`src/rtl/no_lut_node.sv`:
```
// Boolean gene-network node: NUM_CH independent state copies, each applying a
// NUM_IN-input truth table on every (div+1)-th start and tracking stability.
module no_lut_node #(
    parameter int NUM_IN     = 3,
    parameter int NUM_CH     = 2,
    parameter int DIV_W      = 4,
    parameter int SC_W       = 4,
    parameter int STABLE_THR = 3
) (
    input  logic                     clk,
    input  logic                     rst,
    input  logic                     reset_nos,
    input  logic                     init_state,
    input  logic [(1<<NUM_IN)-1:0]   lut_cfg,
    input  logic [NUM_CH*DIV_W-1:0]  div_cfg,
    input  logic [NUM_CH-1:0]        start,
    input  logic [NUM_CH*NUM_IN-1:0] in_e,
    output logic [NUM_CH-1:0]        s,
    output logic [NUM_CH-1:0]        node_s,
    output logic [NUM_CH-1:0]        upd,
    output logic [NUM_CH-1:0]        chg,
    output logic [NUM_CH-1:0]        stable
);

    localparam logic [SC_W-1:0] SC_MAX = '1;
    localparam logic [SC_W-1:0] THR    = SC_W'(STABLE_THR);

    for (genvar c = 0; c < NUM_CH; c++) begin : g_ch
        logic [NUM_IN-1:0] idx;
        logic [DIV_W-1:0]  div;
        logic              nxt;
        logic              changed;
        logic              s_q;
        logic              upd_q;
        logic              chg_q;
        logic [DIV_W-1:0]  ph_q;
        logic [SC_W-1:0]   scnt_q;

        assign idx     = in_e[c*NUM_IN +: NUM_IN];
        assign div     = div_cfg[c*DIV_W +: DIV_W];
        assign nxt     = lut_cfg[idx];
        assign changed = (nxt != s_q);

        // NOTE: every register here sits in the async-reset branch and is
        // written with <= so all channels update from pre-edge values.
        always_ff @(posedge clk or posedge rst) begin
            if (rst) begin
                s_q    <= 1'b0;
                upd_q  <= 1'b0;
                chg_q  <= 1'b0;
                ph_q   <= '0;
                scnt_q <= '0;
            end else if (reset_nos) begin
                s_q    <= init_state;
                upd_q  <= 1'b0;
                chg_q  <= 1'b0;
                ph_q   <= '0;
                scnt_q <= '0;
            end else if (start[c]) begin
                if (ph_q == '0) begin
                    // Update step: divider is reloaded only here, so a new
                    // div_cfg never disturbs a countdown already in flight.
                    s_q   <= nxt;
                    ph_q  <= div;
                    upd_q <= 1'b1;
                    chg_q <= changed;
                    if (changed) begin
                        scnt_q <= '0;
                    end else if (scnt_q != SC_MAX) begin
                        scnt_q <= scnt_q + 1'b1;
                    end
                end else begin
                    ph_q  <= ph_q - 1'b1;
                    upd_q <= 1'b0;
                    chg_q <= 1'b0;
                end
            end else begin
                upd_q <= 1'b0;
                chg_q <= 1'b0;
            end
        end

        assign s[c]      = s_q;
        assign upd[c]    = upd_q;
        assign chg[c]    = chg_q;
        assign stable[c] = (scnt_q >= THR);
    end

    assign node_s = s;

endmodule

```
`config.mk`:
```
export PLATFORM = sky130hd
export DESIGN_NAME = no_lut_node
export DESIGN_NICKNAME = d
export VERILOG_FILES = /design/src/rtl/no_lut_node.sv
export SDC_FILE = /design/constraint.sdc
export NUM_CORES = 1
export LEC_CHECK = 0
export CORE_MARGIN = 8
export CORE_UTILIZATION = 40
export CTS_CLUSTER_SIZE = 20
export DETAILED_ROUTE_END_ITERATION = 10
export PLACE_DENSITY = 0.64
export SYNTH_ARGS = -nofsm -noshare
export SYNTH_HDL_FRONTEND = slang
export SYNTH_SLANG_ARGS = --single-unit
```
`constraint.sdc`:
```
create_clock -name clk -period 2.4 [get_ports clk]
set_input_delay 0.48 -clock clk [delete_from_list [all_inputs] [get_ports clk]]
set_output_delay 0.48 -clock clk [all_outputs]
set_load 0.005 [all_outputs]
```
### After elaboration in Yosys (flattened, before gate mapping)

Cells that the tools add are included.

* input bits: 28
* flip-flop bits (word level): 22
* word-level logic and storage cells: 72

* muxes and demuxes: 38
* $add $sub $neg: 4
* magnitude comparators: 4
* equality and inequality tests: 4
* reductions and logical operators: 12

Operators by type and width (count)
* 2-to-1 mux 4 bit: 16
* 2-to-1 mux 1 bit: 20
* adder 4 x 1 -> 4 bit (second input constant): 2
* >= comparator 4 x 2 -> 1 bit (second input constant): 2
* zero test 4 bit: 2
* < comparator 3 x 4 -> 1 bit (second input constant): 2
* != test 4 bit (second input constant): 2
* nonzero test 2 bit: 4
* subtractor 4 x 1 -> 4 bit (second input constant): 2
* binary-select mux 1 bit (select 3 bit): 2
* AND reduction 3 bit: 2
* nonzero test 3 bit: 2
* AND reduction 2 bit: 2
* != test 1 bit: 2

### Depth between registers and ports, before layout

* depth after elaboration: 7
* gate-level depth with buffers: 8
* depth with buffers taken out: 7

### Least setup slack after synthesis

OpenSTA, ideal clock, no wires.

* path kind: input-to-reg
* start: input in_e[0]
* end: register g_ch[0].scnt_q[1]
* data arrival time: 1.788 ns
* required time: 2.280 ns
* stages on the path: 5
* path slack: 0.492 ns
* library setup time: 0.120 ns
* cell sequence: mux2_2 > mux4_2 > mux2_4 > a22oi_2 > nand2_1

* word-level cells in the longest chain between the ends: 7
* elaborated cells between the ends (all ways): 9
* those cells by class: eq/ne: 1; mux: 6; reduce/logical: 2

Ends and longest elaborated chain
* start: declaration: RTL line 17 `input logic [NUM_CH*NUM_IN-1:0] in_e,`
* binary-select mux 1 bit (select 3 bit) (*): RTL line 41 `assign nxt = lut_cfg[idx];`
* 2-to-1 mux 1 bit (not written as such) (*): RTL line 41
* != test 1 bit (*): RTL line 42 `assign changed = (nxt != s_q);`
* 2-to-1 mux 4 bit: RTL line 67 `if (changed) begin`
* 2-to-1 mux 4 bit: RTL line 60 `if (ph_q == '0) begin`
* 2-to-1 mux 4 bit: RTL line 59 `end else if (start[c]) begin`
* 2-to-1 mux 4 bit: RTL line 53 `end else if (reset_nos) begin`
* end signal: assignment: RTL line 70 `scnt_q <= scnt_q + 1'b1;`
* end: declaration: RTL line 37 `logic [SC_W-1:0] scnt_q;`

Mark *: on every way between the ends. The rest lies on a longest branch, timed or not. The select of a mux whose other input is x is not followed.
A chain may end at the register's enable or synchronous reset.

### Worst setup path in the final report

Same ends and word-level chain as after synthesis.

==> results by group <==
Clock tree
  • Resize count post-CTS: 0
  • CTS tree: done
  • Clk_lat worst skew: 0.27 ns
  • CTS root buf: clkbuf_8
  • # hold bufs at CTS: 0
  • Htree depth: 1
  • Clock Pin Slew Worst Setup and Hold Paths: 0.08 ns
  • Cts bufs inserted: 3
  • Clk sinks: 22
  • Setup bufs post-CTS: 0
  • Clock tree buffer depth: 2

STA
  • Setup Viol. Count Final: 0
  • Setup WS post-layout: 0.1302 ns
  • Final hold slack: 0.5284 ns
  • Headroom to the max-slew limit: 68.60%
  • Worst slew pin tran: 0.4711 ns
  • Hold Fails Final Rpt: 0
  • Clock Skew: 0.006194 ns
  • Final Max Slew Viols: 0
  • Crit share post-route: 94.57%
  • RSZ-0062 raised after global routing: no
  • Peak Freq: 440.6 MHz
  • Min Tclk post-route: 2.270 ns

Setup path
  • Type of origin of the critical path: input pin
  • R2r endpoint: g_ch[1].scnt_q[3]
  • Worst path slowest cell: clkdlybuf4s50_1
  • Worst r2r src: g_ch[1].ph_q[0]
  • R2R depth: 7
  • CP Capture Point: g_ch[0].scnt_q[1]
  • CP endpoint kind: flip-flop
  • Crit path kind: input pin to flip-flop
  • CP required: 2.56 ns
  • CP arrival: 2.43 ns
  • FF-to-FF setup slack: 0.61 ns
  • CP Max Fanout: 5
  • Slowest cell delay on critical path: 0.55 ns
  • CP cell instances: clkdlybuf4s50_1 -> mux2_2 -> mux4_2 -> mux2_4 -> a22oi_2 -> nand2_1
  • CP Launch Point: in_e[0]

Logic synthesis
  • Register bit total from synthesis: 22
  • Adder-Cell Fraction of Synth Area: 5.042%
  • Xor and xnor area share after synthesis: 0.5882%
  • Simple-gate share of the synthesized area: 22.10%
  • Synth async-reset ratio: 100.0%
  • Seq/Total Area, Yosys: 36.97%
  • Synth warn: 0
  • Syn Inst Count: 161
  • Top_reg_cell synth: dfrtp_1
  • Unique cell type count in the Yosys netlist: 43
  • Synth top area cells: dfrtp_1, a21oi_1, ha_1
  • Cell taking the most area after synthesis: dfrtp_1
  • Post-synth EDFFs: 0
  • Post-synthesis mux area share: 9.832%
  • Synth top area share: 36.97%
  • Mapped Nets: 195
  • Main combinational cell family by area after synthesis: simple AND/OR/NAND/NOR gates
  • Mapped Area: 1489 µm²
  • Synth Area in Compound Gates: 17.98%
  • Avg Cell Area, Syn: 9.248 µm²

Global routing
  • Initial antenna violation count: 0
  • Largest net degree at the start of global routing: 23
  • Vias in the first global route: 1297
  • Total grt overflow: 0
  • Total GRT Usage: 11.43%
  • First-pass GRT wire length: 5768 µm

Place
  • HPWL Detailed: 2774 µm
  • Placed cell count: 244
  • Port Buffer Count: 37
  • GPL Wtd Cong: 0.7991
  • Placement Setup Slack: -0.1532 ns
  • Placement Cell Area: 1909 µm²

Finish
  • Final cell count without fillers: 248
  • Fin nets: 235
  • Syn-to-layout area delta: 33.03%
  • ANT cells: 0
  • Share of layout cells above drive strength 1: 14.50%
  • Fin area: 1981 µm²

Floorplan
  • Starting Density: 40.98%
  • Top Ports: 38
  • Die footprint: 5931 µm²
  • Core outline area: 3633 µm²
  • Cell row count: 22
  • Chip Width: 77.01 µm
  • Die height: 77.01 µm

Drt
  • Routed wire length: 3343 µm
  • Vias: 1314
  • Routed Antenna Nets: 0
  • Average wire per standard cell: 13.48 µm
  • TritonRoute pass-1 iters: 6
  • DR DRC count: 0
  • Detailed Route Iter0 Violations: 28
  • Routed vias/inst: 5.298

Power
  • Seq pwr share: 38.8%
  • Total power: 0.001152 W
  • Switching pwr: 0.0003227 W
  • PD cells: 581.8 nW/µm²
  • Clock power frac: 30.2%
  • Worst VDD drop: 0.2986 mV
  • Int Power: 0.0008297 W
  • Switching share of power: 28.00%
  • P_leak: 0.8611 nW
  • Comb power frac: 30.9%

Status
  • Status: finished, final reports clean

Worst hold path
  • Hold Path Class: flip-flop to flip-flop

Flow run
  • Max-cap violations: 0
state kept, by name, indices dropped and copies added (netlist names):
register	cells
g_ch.ph_q	8
g_ch.chg_q	2
g_ch.s_q	2
g_ch.upd_q	2
g_ch.scnt_q	8
cells in the final DEF (no fill, tap or decap), drive strengths merged, types with 4 or more instances in the layout:
master and n:
clkdlybuf4s50 37, nor2 14, nor3 4, a211oi 4, dfrtp 22, or3 4
ha 6, inv 7, mux2 8, nand2 14, buf 10, nand2b 4
nand3 7, a21oi 15
cell usage after synthesis (all sizes together), types with 2 or more instances:
library cell / instances
or3: 4
and3: 3
a21oi: 15
buf: 8
a22oi: 3
nor2b: 2
a311oi: 3
clkbuf: 4
mux2i: 3
nor2: 14
a211oi: 4
nor3: 4
dfrtp: 22
nand2: 14
inv: 7
nand3b: 2
o31ai: 3
o21ai: 3
nand2b: 4
ha: 6
o2bb2ai: 2
nand3: 7
mux2: 8
and2b: 3
nor3b: 3
layout make-up:
type                            instances  area, µm²
Fill cell                             352       1653
Multi-Input combinational cell        120      827.0
Sequential cell                        22      550.5
Timing Repair Buffer                   47      445.4
Tap cell                               48      60.06
Clock buffer                            3      41.29
Clock inverter                          1      30.03
Inverter                                7      26.28
power by group through the flow:
stage	Sequential [W]	Combinational, W	Clock [W]
after global placement	0.000452	0.000349	0
final	0.000448	0.000356	0.000349
after detailed placement	0.000455	0.000360	0
after CTS	0.000448	0.000361	0.000358
after floorplan	0.000444	0.000237	0
after global routing	0.000456	0.000401	0.000369
logic make-up (layout without fill, tap and decap cells):
| group | after synthesis | in the layout |
|---|---|---|
| XOR/XNOR | 1 | 1 |
| flip-flops | 22 | 22 |
| AND/OR/NAND/NOR | 62 | 62 |
| adder cells (fa/ha/maj) | 6 | 6 |
| multiplexers | 12 | 12 |
| buffers and inverters | 19 | 58 |
| AO/OA/AOI/OAI | 39 | 39 |
critical path, delay by kind of cell:
| kind | cells | cell delay (ns) |
|---|---|---|
| muxes | 3 | 1.20 |
| buffers and inverters | 1 | 0.55 |
| AOI/OAI and AO/OA | 1 | 0.12 |
| and+or+nand+nor | 1 | 0.07 |
per-stage QoR:
| step | util (%) | TNS [ns] |
|---|---|---|
| after floorplan | - | 0 |
| final | 54.51 | 0 |
| after global routing | 54.51 | 0 |
| after detailed placement | 52.55 | -0.7821 |
| after CTS | 54.51 | 0 |
| after global placement | 52.55 | -0.3961 |
worst min path at each step:
| stage | from | endpoint | slack [ns] | cells past startpoint |
|---|---|---|---|---|
| 2_1_floorplan | rst | g_ch[0].chg_q | 0.47 | 1 |
| 3_3_place_gp | g_ch[0].ph_q[3] | g_ch[0].ph_q[3] | 0.50 | 1 |
| 3_5_place_dp | g_ch[0].ph_q[0] | g_ch[0].ph_q[0] | 0.52 | 1 |
| 4_1_cts | g_ch[0].ph_q[0] | g_ch[0].ph_q[0] | 0.53 | 1 |
| 5_1_grt | g_ch[0].ph_q[0] | g_ch[0].ph_q[0] | 0.56 | 1 |
| 6_report | g_ch[0].ph_q[0] | g_ch[0].ph_q[0] | 0.53 | 1 |
metal layers:
| metal | vias up | global-route usage, % | part of all wire, % |
|---|---|---|---|
| met4 | 0 | 3.585 | 1.3 |
| met2 | 18 | 20.90 | 52 |
| li1 | 657 | - | - |
| met1 | 632 | 12.79 | 44 |
| met3 | 7 | 2.448 | 2.9 |
| met5 | - | 0 | 0 |
Note: power is estimated with default switching activity, not from simulation.
